`src/rtl/tacho_scheduler.sv`:
```
// Periodic tachometer sampling sequencer: strobes each channel, captures its signed delta,
// accumulates position and streams {ch, delta, pos}. Define STALL_DETECT_EN for per-channel stall flags.
module tacho_scheduler #(
    parameter int unsigned NCH        = 4,
    parameter int unsigned CNT_W      = 32,
    parameter int unsigned PER_W      = 24,
    parameter int unsigned STROBE_LEN = 4,
    parameter int unsigned SETTLE_LEN = 4
) (
    input  logic                 clk,
    input  logic                 reset,
    input  logic                 enable,
    input  logic [PER_W-1:0]     period,
    output logic [NCH-1:0]       tach_read,
    input  logic [NCH*CNT_W-1:0] tach_cnt,
    output logic                 out_valid,
    input  logic                 out_ready,
    output logic [2:0]           out_ch,
    output logic [CNT_W-1:0]     out_delta,
    output logic [CNT_W-1:0]     out_pos,
    input  logic [NCH-1:0]       pos_clr,
    output logic                 overrun,
    input  logic                 overrun_clr
`ifdef STALL_DETECT_EN
    ,
    input  logic [7:0]           stall_limit,
    output logic [NCH-1:0]       stall
`endif
);

    localparam int unsigned CH_W   = 3;
    localparam int unsigned PH_MAX = (STROBE_LEN > SETTLE_LEN) ? STROBE_LEN : SETTLE_LEN;
    localparam int unsigned PH_W   = $clog2(PH_MAX + 1);

    typedef enum logic [2:0] {IDLE, STROBE, SETTLE, CAPTURE, OUTPUT} state_t;

    state_t           state, state_nxt;
    logic [CH_W-1:0]  ch, ch_nxt;
    logic [PH_W-1:0]  ph, ph_nxt;
    logic [PER_W-1:0] timer, timer_nxt;
    logic             run, tick, capture;

    logic [NCH-1:0]   tach_read_nxt;
    logic             out_valid_nxt;
    logic [CH_W-1:0]  out_ch_nxt;
    logic [CNT_W-1:0] out_delta_nxt, out_pos_nxt;
    logic             overrun_nxt;

    logic [CNT_W-1:0] pos     [NCH];
    logic [CNT_W-1:0] pos_nxt [NCH];
    logic [CNT_W-1:0] delta, pos_sel, pos_sum;
    logic             clr_sel;

    // Sample-period timer; wraps modulo 2^PER_W if period is lowered below the current count
    always_comb begin
        run       = enable && (period != '0);
        tick      = run && (timer == period - PER_W'(1));
        timer_nxt = '0;
        if (run && !tick) begin
            timer_nxt = timer + PER_W'(1);
        end
    end

    // Current channel's count slice and its post-capture position (clear applies before add)
    always_comb begin
        delta   = '0;
        pos_sel = '0;
        clr_sel = 1'b0;
        for (int unsigned i = 0; i < NCH; i++) begin
            if (ch == CH_W'(i)) begin
                delta   = tach_cnt[i*CNT_W +: CNT_W];
                pos_sel = pos[i];
                clr_sel = pos_clr[i];
            end
        end
        pos_sum = (clr_sel ? '0 : pos_sel) + delta;
    end

    always_comb begin
        state_nxt     = state;
        ch_nxt        = ch;
        ph_nxt        = ph;
        capture       = 1'b0;
        out_valid_nxt = out_valid;
        out_ch_nxt    = out_ch;
        out_delta_nxt = out_delta;
        out_pos_nxt   = out_pos;

        case (state)
            IDLE: begin
                if (tick) begin
                    state_nxt = STROBE;
                    ch_nxt    = '0;
                    ph_nxt    = '0;
                end
            end
            STROBE: begin
                if (ph == PH_W'(STROBE_LEN - 1)) begin
                    state_nxt = SETTLE;
                    ph_nxt    = '0;
                end else begin
                    ph_nxt = ph + PH_W'(1);
                end
            end
            SETTLE: begin
                if (ph == PH_W'(SETTLE_LEN - 1)) begin
                    state_nxt = CAPTURE;
                    ph_nxt    = '0;
                end else begin
                    ph_nxt = ph + PH_W'(1);
                end
            end
            CAPTURE: begin
                capture       = 1'b1;
                out_valid_nxt = 1'b1;
                out_ch_nxt    = ch;
                out_delta_nxt = delta;
                out_pos_nxt   = pos_sum;
                state_nxt     = OUTPUT;
            end
            OUTPUT: begin
                if (out_ready) begin
                    out_valid_nxt = 1'b0;
                    if (ch == CH_W'(NCH - 1)) begin
                        state_nxt = IDLE;
                    end else begin
                        ch_nxt    = ch + CH_W'(1);
                        ph_nxt    = '0;
                        state_nxt = STROBE;
                    end
                end
            end
            default: state_nxt = IDLE;
        endcase

        // Strobe is a function of the next state so it is high for exactly the STROBE cycles
        tach_read_nxt = '0;
        for (int unsigned i = 0; i < NCH; i++) begin
            tach_read_nxt[i] = (state_nxt == STROBE) && (ch_nxt == CH_W'(i));
        end

        // A tick that cannot start a round is dropped and flagged; set beats clear
        overrun_nxt = overrun;
        if (tick && (state != IDLE)) begin
            overrun_nxt = 1'b1;
        end else if (overrun_clr) begin
            overrun_nxt = 1'b0;
        end
    end

    always_comb begin
        for (int unsigned i = 0; i < NCH; i++) begin
            pos_nxt[i] = pos_clr[i] ? '0 : pos[i];
            if (capture && (ch == CH_W'(i))) begin
                pos_nxt[i] = pos_sum;
            end
        end
    end

    always_ff @(posedge clk) begin
        if (reset) begin
            state     <= IDLE;
            ch        <= '0;
            ph        <= '0;
            timer     <= '0;
            tach_read <= '0;
            out_valid <= 1'b0;
            out_ch    <= '0;
            out_delta <= '0;
            out_pos   <= '0;
            overrun   <= 1'b0;
            for (int unsigned i = 0; i < NCH; i++) begin
                pos[i] <= '0;
            end
        end else begin
            state     <= state_nxt;
            ch        <= ch_nxt;
            ph        <= ph_nxt;
            timer     <= timer_nxt;
            tach_read <= tach_read_nxt;
            out_valid <= out_valid_nxt;
            out_ch    <= out_ch_nxt;
            out_delta <= out_delta_nxt;
            out_pos   <= out_pos_nxt;
            overrun   <= overrun_nxt;
            for (int unsigned i = 0; i < NCH; i++) begin
                pos[i] <= pos_nxt[i];
            end
        end
    end

`ifdef STALL_DETECT_EN
    logic [7:0]     stall_cnt     [NCH];
    logic [7:0]     stall_cnt_nxt [NCH];
    logic [NCH-1:0] stall_nxt;

    // Saturating run length of zero-delta captures per channel
    always_comb begin
        for (int unsigned i = 0; i < NCH; i++) begin
            stall_cnt_nxt[i] = pos_clr[i] ? '0 : stall_cnt[i];
            if (capture && (ch == CH_W'(i))) begin
                if (delta != '0) begin
                    stall_cnt_nxt[i] = '0;
                end else if (stall_cnt_nxt[i] != 8'hFF) begin
                    stall_cnt_nxt[i] = stall_cnt_nxt[i] + 8'd1;
                end
            end
            stall_nxt[i] = (stall_limit != '0) && (stall_cnt_nxt[i] >= stall_limit);
        end
    end

    always_ff @(posedge clk) begin
        if (reset) begin
            stall <= '0;
            for (int unsigned i = 0; i < NCH; i++) begin
                stall_cnt[i] <= '0;
            end
        end else begin
            stall <= stall_nxt;
            for (int unsigned i = 0; i < NCH; i++) begin
                stall_cnt[i] <= stall_cnt_nxt[i];
            end
        end
    end
`endif

endmodule

```
`config.mk`:
```
export PLATFORM = sky130hd
export DESIGN_NAME = tacho_scheduler
export DESIGN_NICKNAME = d
export VERILOG_FILES = /design/src/rtl/tacho_scheduler.sv
export SDC_FILE = /design/constraint.sdc
export NUM_CORES = 1
export LEC_CHECK = 0
export CAP_MARGIN = 15
export CORE_MARGIN = 5
export CORE_UTILIZATION = 55
export CTS_CLUSTER_SIZE = 30
export DETAILED_ROUTE_END_ITERATION = 12
export PLACE_DENSITY_LB_ADDON = 0.08
export REMOVE_ABC_BUFFERS = 1
export SETUP_SLACK_MARGIN = 0.02
export SYNTH_ARGS = -nofsm -noshare
export SYNTH_HDL_FRONTEND = slang
export SYNTH_SLANG_ARGS = --single-unit
```
`constraint.sdc`:
```
create_clock -name clk -period 13.3 [get_ports clk]
set_input_delay 2.66 -clock clk [delete_from_list [all_inputs] [get_ports clk]]
set_output_delay 2.66 -clock clk [all_outputs]
set_load 0.1 [all_outputs]
```
# Yosys cells after proc, flatten, opt, wreduce, memory -nomap -nowiden
# Memory sizes are Yosys's and may differ from the RTL's.
# Index checks and enable logic that the tools add are counted.
classes:
  add_sub_neg: 5
  n_eq_ne: 16
  mux: 48
  bitwise_logic: 5
  reduce_logical: 25
ops:
  columns: ["operator", "count"]
  rows:
  - ["32-bit 2-to-1 mux", 21]
  - ["3-bit 2-to-1 mux", 11]
  - ["32-bit adder", 1]
  - ["24-bit by 1-bit adder with 24-bit output, second input constant", 1]
  - ["24-bit == test", 1]
  - ["24-bit nonzero test", 1]
  - ["24-bit by 1-bit subtractor with 24-bit output, second input constant", 1]
  - ["3-bit by 2-bit == test with 1-bit output, second input constant", 7]
  - ["3-bit one-hot mux with 5 select lines", 1]
  - ["3-bit by 1-bit == test with 1-bit output, second input constant", 4]
  - ["1-bit logical AND", 12]
  - ["1-bit 2-to-1 mux", 12]
  - ["3-bit logical NOT", 3]
  - ["3-bit one-hot mux with 3 select lines", 1]
  - ["3-bit by 1-bit adder with 3-bit output, second input constant", 2]
  - ["2-bit inequality test, second input constant", 3]
  - ["3-bit one-hot mux with 2 select lines", 1]
  - ["3-bit nonzero test", 2]
  - ["1-bit bitwise OR", 4]
  - ["4-bit AND reduction", 1]
  - ["2-bit nonzero test", 2]
  - ["2-bit OR reduction", 2]
  - ["3-bit == test, second input constant", 1]
  - ["1-bit one-hot mux with 2 select lines", 1]
  - ["other kinds (3)", 3]
totals:
  register_bits: 106
  ramBits: 128
  elab_cells: 110
  mem_count: 1
mem_list:
  columns: ["name", "words", "width", "read_ports", "rd_ports_with_merged_regs", "wr", "line_no", "source"]
  rows:
  - ["pos", 4, 32, 4, 0, 4, "49", "logic [CNT_W-1:0] pos [NCH];"]

# Logic depth before layout (Yosys ltp)
depth:
  ltp_word: 9
  ltp_mapped: 21
  ltp_nobuf: 17

# Worst setup path after synthesis
# Ideal clock, no wire load.
synth_timing:
  path_kind: "input -> register"
  from: "input period[0]"
  to: "register tach_read[0]"
  arrival_ns: 6.145
  setup_slack_ns: 7.051
  cell_stages: 13
  cell_sequence: "inv_1 ha_1 or4b_1 buf_2 or3_1 buf_2 or4_4 a22oi_1 nand4_1 or4b_4 or3_4 a21o_1 a2111oi_2"
synth_via:
  elab_chain_cells: 7
synth_rtl:
  columns: ["element", "line_no", "source"]
  rows:
  - ["start, declared", "13", "input logic [PER_W-1:0] period,"]
  - ["24-bit by 1-bit subtractor with 24-bit output / 24-bit nonzero test (equally long branches)", "57, 56", null]
  - ["24-bit == test / 1-bit logical AND (equally long branches)", "57, 56", null]
  - ["1-bit logical AND *", "57", "tick = run && (timer == period - PER_W'(1));"]
  - ["3-bit 2-to-1 mux", "91", "if (tick) begin"]
  - ["3-bit one-hot mux with 5 select lines / 3-bit one-hot mux with 2 select lines (equally long branches)", "89", "case (state)"]
  - ["3-bit by 1-bit == test with 1-bit output / 3-bit logical NOT (equally long branches)", "139", "tach_read_nxt[i] = (state_nxt == STROBE) && (ch_nxt == CH_W'(i));"]
  - ["1-bit logical AND *", "139", null]
  - ["end signal, assigned", "180", "tach_read <= tach_read_nxt;"]
  - ["end, declared", "14", "output logic [NCH-1:0] tach_read,"]
# Every way passes the cells marked *; elsewhere a longest branch is shown, timed or not.
# A chain may end at the register's enable or synchronous reset.

==> results_dict.tcl <==
set metrics [dict create \
    gp_routability_congestion 0.9725 \
    ir_drop_mv 0.08583 \
    clock_tree.htree_level_count 1 \
    worstPathCellList "clkdlybuf4s50_1, nand2_1, o21ai_0, o31a_1, buf_4, a21boi_1, nor2_1, ha_1, a21oi_1, a21oi_1, nor2b_1, nor4_1, o21ai_0, o211a_1, nor3_1, mux2i_1, o21ai_0" \
    synth-seq-area-share_pct 36.11 \
    worst_skew_pair.late_latency_ns 0.54 \
    post_cts_sizing_count 0 \
    num_vias 13623 \
    synth-edff-count 0 \
    drv_slew 0 \
    worst_hold_path_type "reg -> reg" \
    maxCapViolations 0 \
    synthArstFlopShare_pct 0 \
    first_pass_grt_wire_length_um 65230 \
    postCtsHoldBufs 0 \
    grt_start_max_net_pins 124 \
    most-common-layout-cells "sky130_fd_sc_hd__nand2_1 (243), sky130_fd_sc_hd__dfxtp_1 (234), sky130_fd_sc_hd__clkdlybuf4s50_1 (232)" \
    dp_hpwl_um 26550 \
    remaining_routing_drc_violations 0 \
    leakage_nw 5.715 \
    port_buffers 233 \
    drt_iter0_drc 1010 \
    clock_skew_ns 0.02304 \
    run_status "completed" \
    floorplan.die.height_um 163.6 \
    worstPathRequired_ns 13.71 \
    crit_path_start_kind "input port" \
    grt_setup_unrepaired "no" \
    grtUsageTotal_pct 29.35 \
    dp.cells 2167 \
    mostFrequentLayoutCell "sky130_fd_sc_hd__nand2_1" \
    clock-root-buffer "sky130_fd_sc_hd__clkbuf_16" \
    worst_ep_arrival_time_ns 7.45 \
    design.die.area_um2 26760 \
    drt_first_pass_iters 6 \
    fill_cells 1977 \
    drive_gt1_share_pct 4.433 \
    period_share_pct 52.99 \
    critical_path.endpoint_type "flop" \
    timing_worst_setup_path_type "in -> reg" \
    ant_nets_after_route 0 \
    path_max_fanout 27 \
    cell_type_contributing_the_most_total_cell_area_after_synthesis "sky130_fd_sc_hd__dfxtp_1" \
    critical_path.most_common_cell "sky130_fd_sc_hd__o21ai_0" \
    syn_area_per_cell_um2 7.489 \
    seqCellArea_um2 4684 \
    final_period_minus_worst_setup_slack_ns 7.048 \
    finalSetupViolCount 0 \
    final_hold_viol_count 0 \
    ys_dominant_reg_cell "sky130_fd_sc_hd__dfxtp_1" \
    fin_tns_setup_ns 0 \
    synthToLayoutAreaGrowth_pct 25.10 \
    die_w_um 163.6 \
    synth_warnings 0 \
    via_count_of_the_first_global_routing_pass 12794 \
    initial_utilization_pct 55.59 \
    antenna_violations_before_repair 0 \
    ys_seq_elements 234 \
    combined_area_of_the_multi_input_logic_cells_um2 7755 \
    syn_inst 1732 \
    synthesis.area_um2 12970 \
    max_stage_delay_ns 0.57 \
    crit_family "compound AO/OA/AOI/OAI gates" \
    count_of_standard_cell_rows 56 \
    synth_cell_types 69 \
    clock_sinks 234 \
    synthTopCellsByArea "sky130_fd_sc_hd__dfxtp_1 (36%), sky130_fd_sc_hd__nand2_1 (7.1%), sky130_fd_sc_hd__a21oi_1 (6.6%)" \
    clk_pin_slew_worst_paths_ns 0.06 \
    post-cts-setup-buffer-count 0 \
    antennaDiodeCount 0 \
    cts-root-to-sink-buffers 3 \
    cts_tree "done" \
    design.portCount 234 \
    postRouteWirelength_um 41380 \
    routed_via_density 6.153 \
    netlist.area_leader.share_pct 36.11 \
    final_nets 2077 \
    core_box_area_um2 23330 \
    pwr_density_cell_nw_per_um2 95.04 \
    globalRoute.totalOverflow 0 \
    post_drt_wl_per_cell_um 18.69 \
    cp_slowest_cell "sky130_fd_sc_hd__nor4_1" \
    timing_worst_slew_pin_value_ns 1.130 \
    numCtsBuffers 26 \
    max-slew-margin-rel_pct 24.66 \
    path_buf_inv 2 \
    max_freq_mhz 141.9 \
    layoutNonFillerInstCount 2214 \
]
[through the flow]
stage / total power, mW / hold slack [ns] / util (%) / area (um2) / setup slack [ns]
2_1_floorplan: 0.7680 / 0.4225 / - / 12470 / 5.922
3_3_place_gp: 0.8474 / 0.4351 / 65.96 / 15390 / 5.970
3_5_place_dp: 0.8492 / 0.4456 / 65.96 / 15390 / 5.801
4_1_cts: 1.550 / 0.4537 / 69.55 / 16230 / 6.337
5_1_grt: 1.592 / 0.4668 / 69.55 / 16230 / 6.026
6_report: 1.542 / 0.4513 / 69.55 / 16230 / 6.252
[worst min-delay path, cell delays in order, from the launching register on]
cell,delay (ns)
sky130_fd_sc_hd__dfxtp_1,0.31
sky130_fd_sc_hd__nand2_1,0.05
sky130_fd_sc_hd__a21oi_1,0.05
[synthesized netlist by cell type (11+ instances only)]
| cell | number |
|---|---|
| sky130_fd_sc_hd__ha_1 | 39 |
| sky130_fd_sc_hd__o21ai_0 | 136 |
| sky130_fd_sc_hd__a31oi_1 | 51 |
| sky130_fd_sc_hd__nor2_1 | 189 |
| sky130_fd_sc_hd__nand2_1 | 246 |
| sky130_fd_sc_hd__nand3_1 | 102 |
| sky130_fd_sc_hd__dfxtp_1 | 234 |
| sky130_fd_sc_hd__nand2b_1 | 18 |
| sky130_fd_sc_hd__a21oi_1 | 170 |
| sky130_fd_sc_hd__a21o_1 | 11 |
| sky130_fd_sc_hd__buf_1 | 13 |
| sky130_fd_sc_hd__a221o_1 | 57 |
| sky130_fd_sc_hd__a211oi_1 | 11 |
| sky130_fd_sc_hd__nand4b_1 | 11 |
| sky130_fd_sc_hd__nand3b_1 | 13 |
| sky130_fd_sc_hd__nand4_1 | 18 |
| sky130_fd_sc_hd__xnor2_1 | 36 |
| sky130_fd_sc_hd__inv_1 | 24 |
| sky130_fd_sc_hd__nor3_1 | 43 |
| sky130_fd_sc_hd__clkbuf_1 | 119 |
| sky130_fd_sc_hd__xor2_1 | 39 |
[logic make-up after synthesis]
kind of cell             count (synthesis)  share of synthesized area [%]
multiplexers                             2                         0.1543
AND/OR/NAND/NOR                        705                          24.96
AO/OA/AOI/OAI                          518                          25.20
buffers and inverters                  158                          4.592
flip-flops                             234                          36.11
XOR/XNOR                                75                          5.064
adder cells (fa/ha/maj)                 40                          3.916
[path summary, 6_finish.rpt]
path                             startpoint           to  slack (ns)  cells after the start
worst max register to register        ch[0]   pos[1][30]        7.28                     18
worst max-delay path             pos_clr[0]   pos[1][30]        6.25                     17
worst min-delay path            out_pos[27]  out_pos[27]        0.45                      2
worst min register to register  out_pos[27]  out_pos[27]        0.45                      2
[layout make-up]
| cell class | instances | share of cell area, % |
|---|---|---|
| Tap cell | 319 | 2.460 |
| Clock inverter | 7 | 0.3855 |
| Inverter | 24 | 0.5552 |
| Timing Repair Buffer | 250 | 15.17 |
| Sequential cell | 234 | 28.87 |
| Multi-Input combinational cell | 1340 | 47.79 |
| Clock buffer | 40 | 4.773 |
[registers in the layout (all words and copies together), names as in the netlist]
register	count
pos	128
out_delta	32
out_pos	32
timer	24
tach_read	4
ch	3
out_ch	3
ph	3
state	3
out_valid	1
overrun	1
[power by group]
| group | switching [mW] | total, mW | internal (mW) |
|---|---|---|---|
| Sequential | 0.000539 | 0.702 | 0.701 |
| Clock | 0.288 | 0.706 | 0.418 |
| Combinational | 0.0690 | 0.135 | 0.0657 |
| Total | 0.357 | 1.54 | 1.18 |
[metal layers]
| layer | global-route usage (%) | routed length, um |
|---|---|---|
| met5 | 0 | 0 |
| met3 | 5.450 | 3984 |
| met2 | 50.87 | 19780 |
| met1 | 37.66 | 16750 |
| met4 | 7.815 | 864 |
(Power assumes the default switching activity.)
